<file path="src/rtl/qoa_slice_decoder.sv">
// Mono QOA slice decoder: loads a per-frame LMS state, then turns 8-byte slices
// into 20 signed 16-bit PCM samples each, one shared multiplier for prediction.
module qoa_slice_decoder #(
    parameter int FRAME_SLICES = 256,
    parameter int CNT_W        = 8
) (
    input  logic        clk,
    input  logic        rst,
    input  logic        new_frame,
    input  logic [7:0]  in_data,
    input  logic        in_valid,
    output logic        in_ready,
    output logic [15:0] out_sample,
    output logic        out_valid,
    input  logic        out_ready,
    output logic        busy
);

    typedef enum logic [2:0] {
        LOAD_LMS,
        LOAD_SLICE,
        PREDICT,
        RECON,
        OUTPUT
    } state_t;

    localparam logic [CNT_W-1:0] LAST_SLICE = CNT_W'(FRAME_SLICES - 1);

    state_t state_reg, state_next;

    logic               ready_en_reg;
    logic [3:0]         byte_cnt_reg;
    logic [CNT_W-1:0]   slice_cnt_reg;
    logic [4:0]         k_reg;
    logic [1:0]         pcnt_reg;
    logic [63:0]        slice_reg;
    logic signed [15:0] history_reg [4];
    logic signed [15:0] weights_reg [4];
    logic signed [31:0] acc_reg;
    logic signed [15:0] r_reg;
    logic [15:0]        out_sample_reg;
    logic               out_valid_reg;

    logic               in_xfer;
    logic               out_fire;
    logic signed [15:0] mul_a, mul_b;
    logic signed [31:0] prod;
    logic [5:0]         q_shift;
    logic [2:0]         q_sel;
    logic signed [15:0] r_val;
    logic signed [17:0] sum18;
    logic [15:0]        s_val;
    logic signed [15:0] delta;
    logic signed [15:0] weight_upd [4];
    logic signed [15:0] hist_shift [4];

    // Dequantisation ROM: 4 magnitudes per scale factor, odd q selects the negative entry.
    function automatic logic signed [15:0] dequant(input logic [3:0] sf, input logic [2:0] q);
        logic [59:0] row;
        logic [14:0] mag;
        case (sf)
            4'd0:    row = {15'd1,    15'd3,    15'd5,    15'd7};
            4'd1:    row = {15'd5,    15'd18,   15'd32,   15'd49};
            4'd2:    row = {15'd16,   15'd53,   15'd95,   15'd147};
            4'd3:    row = {15'd34,   15'd113,  15'd203,  15'd315};
            4'd4:    row = {15'd63,   15'd210,  15'd378,  15'd588};
            4'd5:    row = {15'd104,  15'd345,  15'd621,  15'd966};
            4'd6:    row = {15'd158,  15'd528,  15'd950,  15'd1477};
            4'd7:    row = {15'd228,  15'd760,  15'd1368, 15'd2128};
            4'd8:    row = {15'd316,  15'd1053, 15'd1895, 15'd2947};
            4'd9:    row = {15'd422,  15'd1405, 15'd2529, 15'd3934};
            4'd10:   row = {15'd548,  15'd1828, 15'd3290, 15'd5117};
            4'd11:   row = {15'd696,  15'd2320, 15'd4176, 15'd6496};
            4'd12:   row = {15'd868,  15'd2893, 15'd5207, 15'd8099};
            4'd13:   row = {15'd1064, 15'd3548, 15'd6386, 15'd9933};
            4'd14:   row = {15'd1286, 15'd4288, 15'd7718, 15'd12005};
            default: row = {15'd1536, 15'd5120, 15'd9216, 15'd14336};
        endcase
        case (q[2:1])
            2'd0:    mag = row[59:45];
            2'd1:    mag = row[44:30];
            2'd2:    mag = row[29:15];
            default: mag = row[14:0];
        endcase
        return q[0] ? 16'd0 - {1'b0, mag} : {1'b0, mag};
    endfunction

    assign in_xfer    = in_valid & in_ready;
    assign out_fire   = out_valid_reg & out_ready;
    assign out_sample = out_sample_reg;
    assign out_valid  = out_valid_reg;

    always_comb begin
        mul_a   = history_reg[pcnt_reg];
        mul_b   = weights_reg[pcnt_reg];
        prod    = {{16{mul_a[15]}}, mul_a} * {{16{mul_b[15]}}, mul_b};
        q_shift = 6'(k_reg) * 6'd3;
        q_sel   = 3'(slice_reg >> (6'd57 - q_shift));
        r_val   = dequant(slice_reg[63:60], q_sel);
        // acc[30:13] is the low 18 bits of acc >>> 13; the sum is clamped in 18 bits.
        sum18   = acc_reg[30:13] + {{2{r_val[15]}}, r_val};
        if (sum18 > 18'sd32767)
            s_val = 16'h7fff;
        else if (sum18 < -18'sd32768)
            s_val = 16'h8000;
        else
            s_val = sum18[15:0];
        delta   = r_reg >>> 4;
    end

    genvar gi;
    generate
        for (gi = 0; gi < 4; gi++) begin : g_lane
            assign weight_upd[gi] = weights_reg[gi] + (history_reg[gi][15] ? -delta : delta);
            if (gi < 3) begin : g_mid
                assign hist_shift[gi] = history_reg[gi+1];
            end else begin : g_top
                assign hist_shift[gi] = out_sample_reg;
            end
        end
    endgenerate

    always_ff @(posedge clk) begin
        if (rst)
            state_reg <= LOAD_LMS;
        else
            state_reg <= state_next;
    end

    always_comb begin
        state_next = state_reg;
        case (state_reg)
            LOAD_LMS:   if (in_xfer && byte_cnt_reg == 4'd15) state_next = LOAD_SLICE;
            LOAD_SLICE: if (in_xfer && byte_cnt_reg == 4'd7)  state_next = PREDICT;
            PREDICT:    if (pcnt_reg == 2'd3) state_next = RECON;
            RECON:      state_next = OUTPUT;
            OUTPUT: begin
                if (out_fire) begin
                    if (k_reg != 5'd19)
                        state_next = PREDICT;
                    else if (slice_cnt_reg == LAST_SLICE)
                        state_next = LOAD_LMS;
                    else
                        state_next = LOAD_SLICE;
                end
            end
            default:    state_next = LOAD_LMS;
        endcase
        if (new_frame)
            state_next = LOAD_LMS;
    end

    always_comb begin
        in_ready = ready_en_reg & (state_reg == LOAD_LMS || state_reg == LOAD_SLICE);
        busy     = !(state_reg == LOAD_LMS && byte_cnt_reg == 4'd0);
    end

    // new_frame behaves like reset except that the last sample stays visible.
    always_ff @(posedge clk) begin
        if (rst || new_frame) begin
            ready_en_reg  <= 1'b0;
            byte_cnt_reg  <= '0;
            slice_cnt_reg <= '0;
            k_reg         <= '0;
            pcnt_reg      <= '0;
            slice_reg     <= '0;
            acc_reg       <= '0;
            r_reg         <= '0;
            out_valid_reg <= 1'b0;
            for (int i = 0; i < 4; i++) begin
                history_reg[i] <= '0;
                weights_reg[i] <= '0;
            end
            if (rst)
                out_sample_reg <= '0;
        end else begin
            ready_en_reg <= 1'b1;
            case (state_reg)
                LOAD_LMS: begin
                    if (in_xfer) begin
                        for (int i = 0; i < 4; i++) begin
                            if (byte_cnt_reg[2:1] == 2'(i)) begin
                                if (!byte_cnt_reg[3] && !byte_cnt_reg[0]) history_reg[i][15:8] <= in_data;
                                if (!byte_cnt_reg[3] &&  byte_cnt_reg[0]) history_reg[i][7:0]  <= in_data;
                                if ( byte_cnt_reg[3] && !byte_cnt_reg[0]) weights_reg[i][15:8] <= in_data;
                                if ( byte_cnt_reg[3] &&  byte_cnt_reg[0]) weights_reg[i][7:0]  <= in_data;
                            end
                        end
                        byte_cnt_reg <= byte_cnt_reg + 4'd1;
                    end
                end
                LOAD_SLICE: begin
                    if (in_xfer) begin
                        slice_reg <= {slice_reg[55:0], in_data};
                        if (byte_cnt_reg == 4'd7) begin
                            byte_cnt_reg <= '0;
                            k_reg        <= '0;
                            pcnt_reg     <= '0;
                        end else begin
                            byte_cnt_reg <= byte_cnt_reg + 4'd1;
                        end
                    end
                end
                PREDICT: begin
                    acc_reg  <= ((pcnt_reg == 2'd0) ? 32'sd0 : acc_reg) + prod;
                    pcnt_reg <= pcnt_reg + 2'd1;
                end
                RECON: begin
                    out_sample_reg <= s_val;
                    out_valid_reg  <= 1'b1;
                    r_reg          <= r_val;
                end
                OUTPUT: begin
                    if (out_fire) begin
                        out_valid_reg <= 1'b0;
                        for (int i = 0; i < 4; i++) begin
                            weights_reg[i] <= weight_upd[i];
                            history_reg[i] <= hist_shift[i];
                        end
                        if (k_reg != 5'd19) begin
                            k_reg <= k_reg + 5'd1;
                        end else begin
                            k_reg         <= '0;
                            slice_cnt_reg <= (slice_cnt_reg == LAST_SLICE) ? '0 : slice_cnt_reg + 1'b1;
                        end
                    end
                end
                default: ;
            endcase
        end
    end

endmodule

</file>
<file path="config.mk">
export PLATFORM = sky130hd
export DESIGN_NAME = qoa_slice_decoder
export DESIGN_NICKNAME = d
export VERILOG_FILES = /design/src/rtl/qoa_slice_decoder.sv
export SDC_FILE = /design/constraint.sdc
export NUM_CORES = 2
export LEC_CHECK = 0
export CAP_MARGIN = 20
export CORE_UTILIZATION = 50
export DETAILED_ROUTE_END_ITERATION = 8
export PLACE_DENSITY_LB_ADDON = 0.15
export RECOVER_POWER = 100
export SLEW_MARGIN = 25
export SYNTH_ARGS = -nofsm -noshare
export SYNTH_HDL_FRONTEND = slang
export SYNTH_SLANG_ARGS = --single-unit
</file>
<file path="constraint.sdc">
create_clock -name clk -period 11.43 [get_ports clk]
set_input_delay 3.429 -clock clk [delete_from_list [all_inputs] [get_ports clk]]
set_output_delay 3.429 -clock clk [all_outputs]
set_load 0.02 [all_outputs]
</file>
# Word-level counts from Yosys, hierarchy flattened
# Memory sizes are Yosys's and may differ from the RTL's. A register that Yosys moved wholly into a read port is not among the register bits.
# Index checks and enable logic that the tools add are counted.
[totals]
romBits = 832
ram_bits = 128
in_bits = 13
memories = 3
elab_cells = 284
register_bits = 152
[mem_list]
columns = ["name", "words", "word_bits", "rd", "rd_ports_with_merged_regs", "write_ports", "line", "text"]
rows = [
  ["(name not given)", 16, 52, 1, 1, 0, "61", "case (sf)"],
  ["history_reg", 4, 16, 5, 1, 4, "37", "logic signed [15:0] history_reg [4];"],
  ["weights_reg", 4, 16, 5, 1, 4, "38", "logic signed [15:0] weights_reg [4];"],
]
[op_classes]
n_addsub = 13
reduce_logical = 31
shifts = 1
multipliers = 2
n_eq_ne = 22
order_cmp = 2
n_mux = 163
bitwise = 36
[ops]
columns = ["cell", "count"]
rows = [
  ["8-bit 2-to-1 mux", 33],
  ["16-bit 2-to-1 mux", 10],
  ["1-bit 2-to-1 mux", 93],
  ["16-bit adder", 4],
  ["64-bit by 6-bit right shift with 3-bit output", 1],
  ["15-bit case mux with 3 select lines", 1],
  ["32-bit adder", 1],
  ["16-bit by 16-bit multiplier with 32-bit output", 1],
  ["32-bit 2-to-1 mux", 1],
  ["1-bit OR", 32],
  ["4-bit 2-to-1 mux", 5],
  ["5-bit 2-to-1 mux", 4],
  ["18-bit adder", 1],
  ["18-bit by 16-bit greater-than comparator with 1-bit output (second input constant)", 1],
  ["18-bit by 16-bit < comparator with 1-bit output (second input constant)", 1],
  ["12-bit negator with 16-bit output", 1],
  ["1-bit by 15-bit subtractor with 16-bit output (first input constant)", 1],
  ["3-bit case mux with 5 select lines", 1],
  ["2-bit 2-to-1 mux", 7],
  ["2-bit != test (second input constant)", 7],
  ["3-bit 2-to-1 mux", 4],
  ["5-bit case mux with 2 select lines", 1],
  ["2-bit nonzero test", 5],
  ["3-bit AND reduction", 3],
  ["30 further kinds", 51],
]

# Depth between registers and ports, before layout
[depth]
word_depth = 13
ltp_mapped = 35
mapped_depth_nobuf = 31

# Least setup slack after synthesis
# Ideal clock, no wire load.
[synth_path]
path_type = "register -> register"
startpoint = "register (tool-made name)"
endpoint = "register acc_reg[30]"
period_less_slack_ps = 7943
path_stages_with_launch = 30
setup_time_ps = 122
slack_ps = 3487
t_required_ps = 11308
arrival_ps = 7821
path_cell_list = "dfxtp_1 > clkbuf_1 > clkbuf_1 > clkbuf_1 > clkbuf_1 > buf_1 > o21a_1 > clkbuf_1 > nand2_1 > fa_1 > inv_1 > fa_1 > inv_1 > fa_1 > fa_1 > inv_1 > fa_1 > fa_1 > ha_1 > clkbuf_1 > nand3_1 > nor4b_1 > o21ai_0 > a311oi_1 > o221a_2 > nand4_1 > nand4b_1 > o31ai_1 > xnor2_1 > o21ai_0"
[synth_rtl]
columns = ["item", "line", "text"]
rows = [
  ["to (signal assigned)", "205", "acc_reg <= ((pcnt_reg == 2'd0) ? 32'sd0 : acc_reg) + prod;"],
  ["to (decl)", "39", "logic signed [31:0] acc_reg;"],
]

==> out/metrics.csv <==
stage,metric,value,unit
logic_synthesis,syn-cell-area,30400,µm²
timing,finalCritPeriodShare,0.875,
clocking,cts_tree,built,
logic_synthesis,synthTopCellsByArea,"fa_1 19%, edfxtp_1 14%, dfxtp_1 12%, ha_1 8.3%, nand2_1 6.7%",
grt,grt_pass1_wl,135000,µm
grt,grt_max_degree,65,
logic_synthesis,synth-seq-area-share,0.261,
grt,antenna_found_initial,2,
final_layout,areaGrowthSynthToFinish,6.53,%
clocking,insertion_delay,0.60,ns
clocking,cts-root-buf,clkbuf_16,
floorplanning,rows,90,
timing,worst_slew_pin_slew,3.65,ns
critical_path,arrival,10.45,ns
drt,drt-initial-drc-count,2039,
place,hpwl,65500,µm
worst_hold_path,hold_path.class,reg -> reg,
drt,wl_per_cell,21.2,µm
power_and_ir_drop,p_per_area,94.6,nW/µm²
clocking,numCtsBuffers,39,
timing,period_needed,10.00,ns
final_layout,fin_util,0.537,
logic_synthesis,yosysUniqueCellTypes,77,
final_layout,final_cell_area,32400,µm²
final_layout,num-nets-final,3706,
status,status,finished with violations,
logic_synthesis,muxShareOfSynthArea,0.0754,
final_layout,fillers,5342,
floorplanning,core,60200,µm²
timing,final_hold_viol_count,0,
critical_path,crit_fanout,26,
logic_synthesis,synth_compound_area_frac,0.132,
place,placed_cell_area,31200,µm²
clocking,cts_buffer_depth,3,
final_layout,regArea,7930,µm²
timing,slew_viol_final,188,
power_and_ir_drop,power,3.06,mW
status,violations,"max-capacitance violations, max-slew violations",
drt,vias_per_cell,5.84,
critical_path,crit_type,reg -> reg,
clocking,cts_setup_buffers,0,
logic_synthesis,synth.avg_cell_area,9.29,µm²
clocking,htree_levels,2,
place,routabilityCongestion,0.954,
logic_synthesis,synth_top_family_by_area,adder cells,
grt,grt.total_usage,0.278,
logic_synthesis,yosys.area_share.simple,0.140,
floorplanning,die_x,249,µm
critical_path,rr_worst_depth,23,
timing,setup_viol,0,
final_layout,drive_gt1_frac,0.0632,
clocking,path_clk_slew,0.07,ns
drt,ant_nets,0,
clocking,holdBufCountCts,0,
critical_path,cp.required,11.87,ns
floorplanning,initial_core_util,0.505,
logic_synthesis,yosys_warnings,0,
logic_synthesis,synth-seq-cells,324,
floorplanning,dieArea,61800,µm²
worst_hold_path,worst_hold_path.num_cells,2,
logic_synthesis,synth_fp_nets,3778,
flow_run,drv_cap,6,
grt,grt-ovfl-total,0,
place,numPortBuffers,31,
grt,grt_pass1_vias,23569,
power_and_ir_drop,ir_drop,0.101,mV
logic_synthesis,synth_top_cell_by_area,fa_1,
power_and_ir_drop,cellLeakagePower,13.7,nW
critical_path,cp-start-kind,register,
logic_synthesis,synth_top_area_frac,0.192,
floorplanning,fp.dieH,249,µm
critical_path,slowest_delay,1.31,ns
logic_synthesis,yosys.area_share.adder,0.274,
critical_path,path_cells,"clkbuf_1, mux2_1, o21ai_0, nor2_1, fa_1, inv_1, fa_1, fa_1, fa_1, fa_1, inv_1, fa_1, ha_1, and3_1, nand2_1, nor2_1, a211o_1, a21oi_1, o21ai_0, a21oi_1, o21ai_0, xnor2_1, o21ai_0",
critical_path,crit_top_cell,fa_1,
critical_path,worst_setup_path_end_kind,register,
drt,remaining_drc_errors,0,
floorplanning,ios,32,
timing,worst_clock_skew,0.0404,ns
timing,relSlewSlack,-1.43,
timing,rsz0062_at_grt,false,
timing,fin_setup_tns,0,ns
logic_synthesis,synth-async-reset-ratio,0,
clocking,post_cts_resize_count,0,
critical_path,critPathSlowestCell,dfxtp_1,
logic_synthesis,syn_inst,3273,
logic_synthesis,synth_xor_area_frac,0.0495,
drt,drt_wl_total,84900,µm
clocking,cts_sinks,324,
final_layout,multi_input_area,20400,µm²
final_layout,n_antenna_cell,0,
logic_synthesis,synth_edf_count,144,
drt,dr.pass1.iters,7,
logic_synthesis,synth_flop_cell,dfxtp_1,
timing,max_freq,100,MHz
drt,vias,23446,
## worst max-delay path, delay by kind of cell (launching register included)
kind	cells	cell delay (ns)
fa+ha+maj	7	3.62
compound gates	7	2.71
flops	1	1.31
buf+inv	3	0.91
simple gates	4	0.70
mux	1	0.42
xor+xnor	1	0.17
## metrics by stage
stage	worst slack [ns]	std cells	hold slack, ns
2_1_floorplan	3.49	3273	0.427
3_3_place_gp	2.51	3942	0.435
3_5_place_dp	2.14	3942	0.444
4_1_cts	2.08	4012	0.455
5_1_grt	0.937	4012	0.471
6_report	1.43	4012	0.453
## cell families (layout without fill, tap and decap cells)
kind of cell	Yosys count	in the layout
AND/OR/NAND/NOR	994	994
multiplexers	137	137
flip-flops	324	324
AO/OA/AOI/OAI	633	633
adder cells (fa/ha/maj)	492	492
buffers and inverters	523	480
XOR/XNOR	170	170
## final cells by class
cell class | instances | share of cell area
Sequential cell | 324 | 0.245
Inverter | 340 | 0.0394
Clock buffer | 56 | 0.0344
Multi-Input combinational cell | 2426 | 0.630
Timing Repair Buffer | 70 | 0.0163
Tap cell | 782 | 0.0302
Clock inverter | 14 | 0.00425
## report_power, final
part / internal, mW / switching, mW
combinational: 0.222 / 0.349
sequential: 1.23 / 0.0224
clock: 0.691 / 0.549
total: 2.14 / 0.920
## layout by cell type (no fill, tap or decap), types with 40 or more instances in the layout
cell type and count:
nor2b_1 51, nor2_1 216, a21oi_1 199, edfxtp_1 144, ha_1 200, mux2i_1 40, o21ai_0 144, fa_1 291
inv_1 338, dfxtp_1 178, clkbuf_16 40, a21o_1 86, xnor2_1 122, nand2_1 546, xor2_1 47, mux4_2 71
## worst paths after layout
path / end / startpoint / slack [ns]
max reg2reg: acc_reg[29]$_SDFFE_PN0N_ / register / 1.43
min reg2reg: acc_reg[8]$_SDFFE_PN0N_ / acc_reg[8]$_SDFFE_PN0N_ / 0.45
min: acc_reg[8]$_SDFFE_PN0N_ / acc_reg[8]$_SDFFE_PN0N_ / 0.45
max: acc_reg[29]$_SDFFE_PN0N_ / register / 1.43
## per-layer routing
layer	vias to the layer above	track usage	part of all wire
met2	878	0.449	0.46
met1	11616	0.390	0.44
met5	-	0	0
met4	0	0.0857	0.030
met3	130	0.0366	0.068
li1	10822	-	-
## synthesized netlist by cell type (20+ instances only)
library cell,n
xnor2_1,121
buf_1,21
inv_1,338
nor2_1,218
ha_1,201
xor2_1,47
edfxtp_1,144
dfxtp_1,180
clkbuf_1,130
mux4_2,71
nor3_1,36
mux2i_1,40
a21oi_1,199
mux2_2,26
and3_1,25
a22o_1,39
a21o_1,86
o21ai_1,25
nand3_1,34
fa_1,291
o21bai_1,20
nor2b_1,51
o21ai_0,133
nand2_1,546
(Power assumes the default switching activity.)
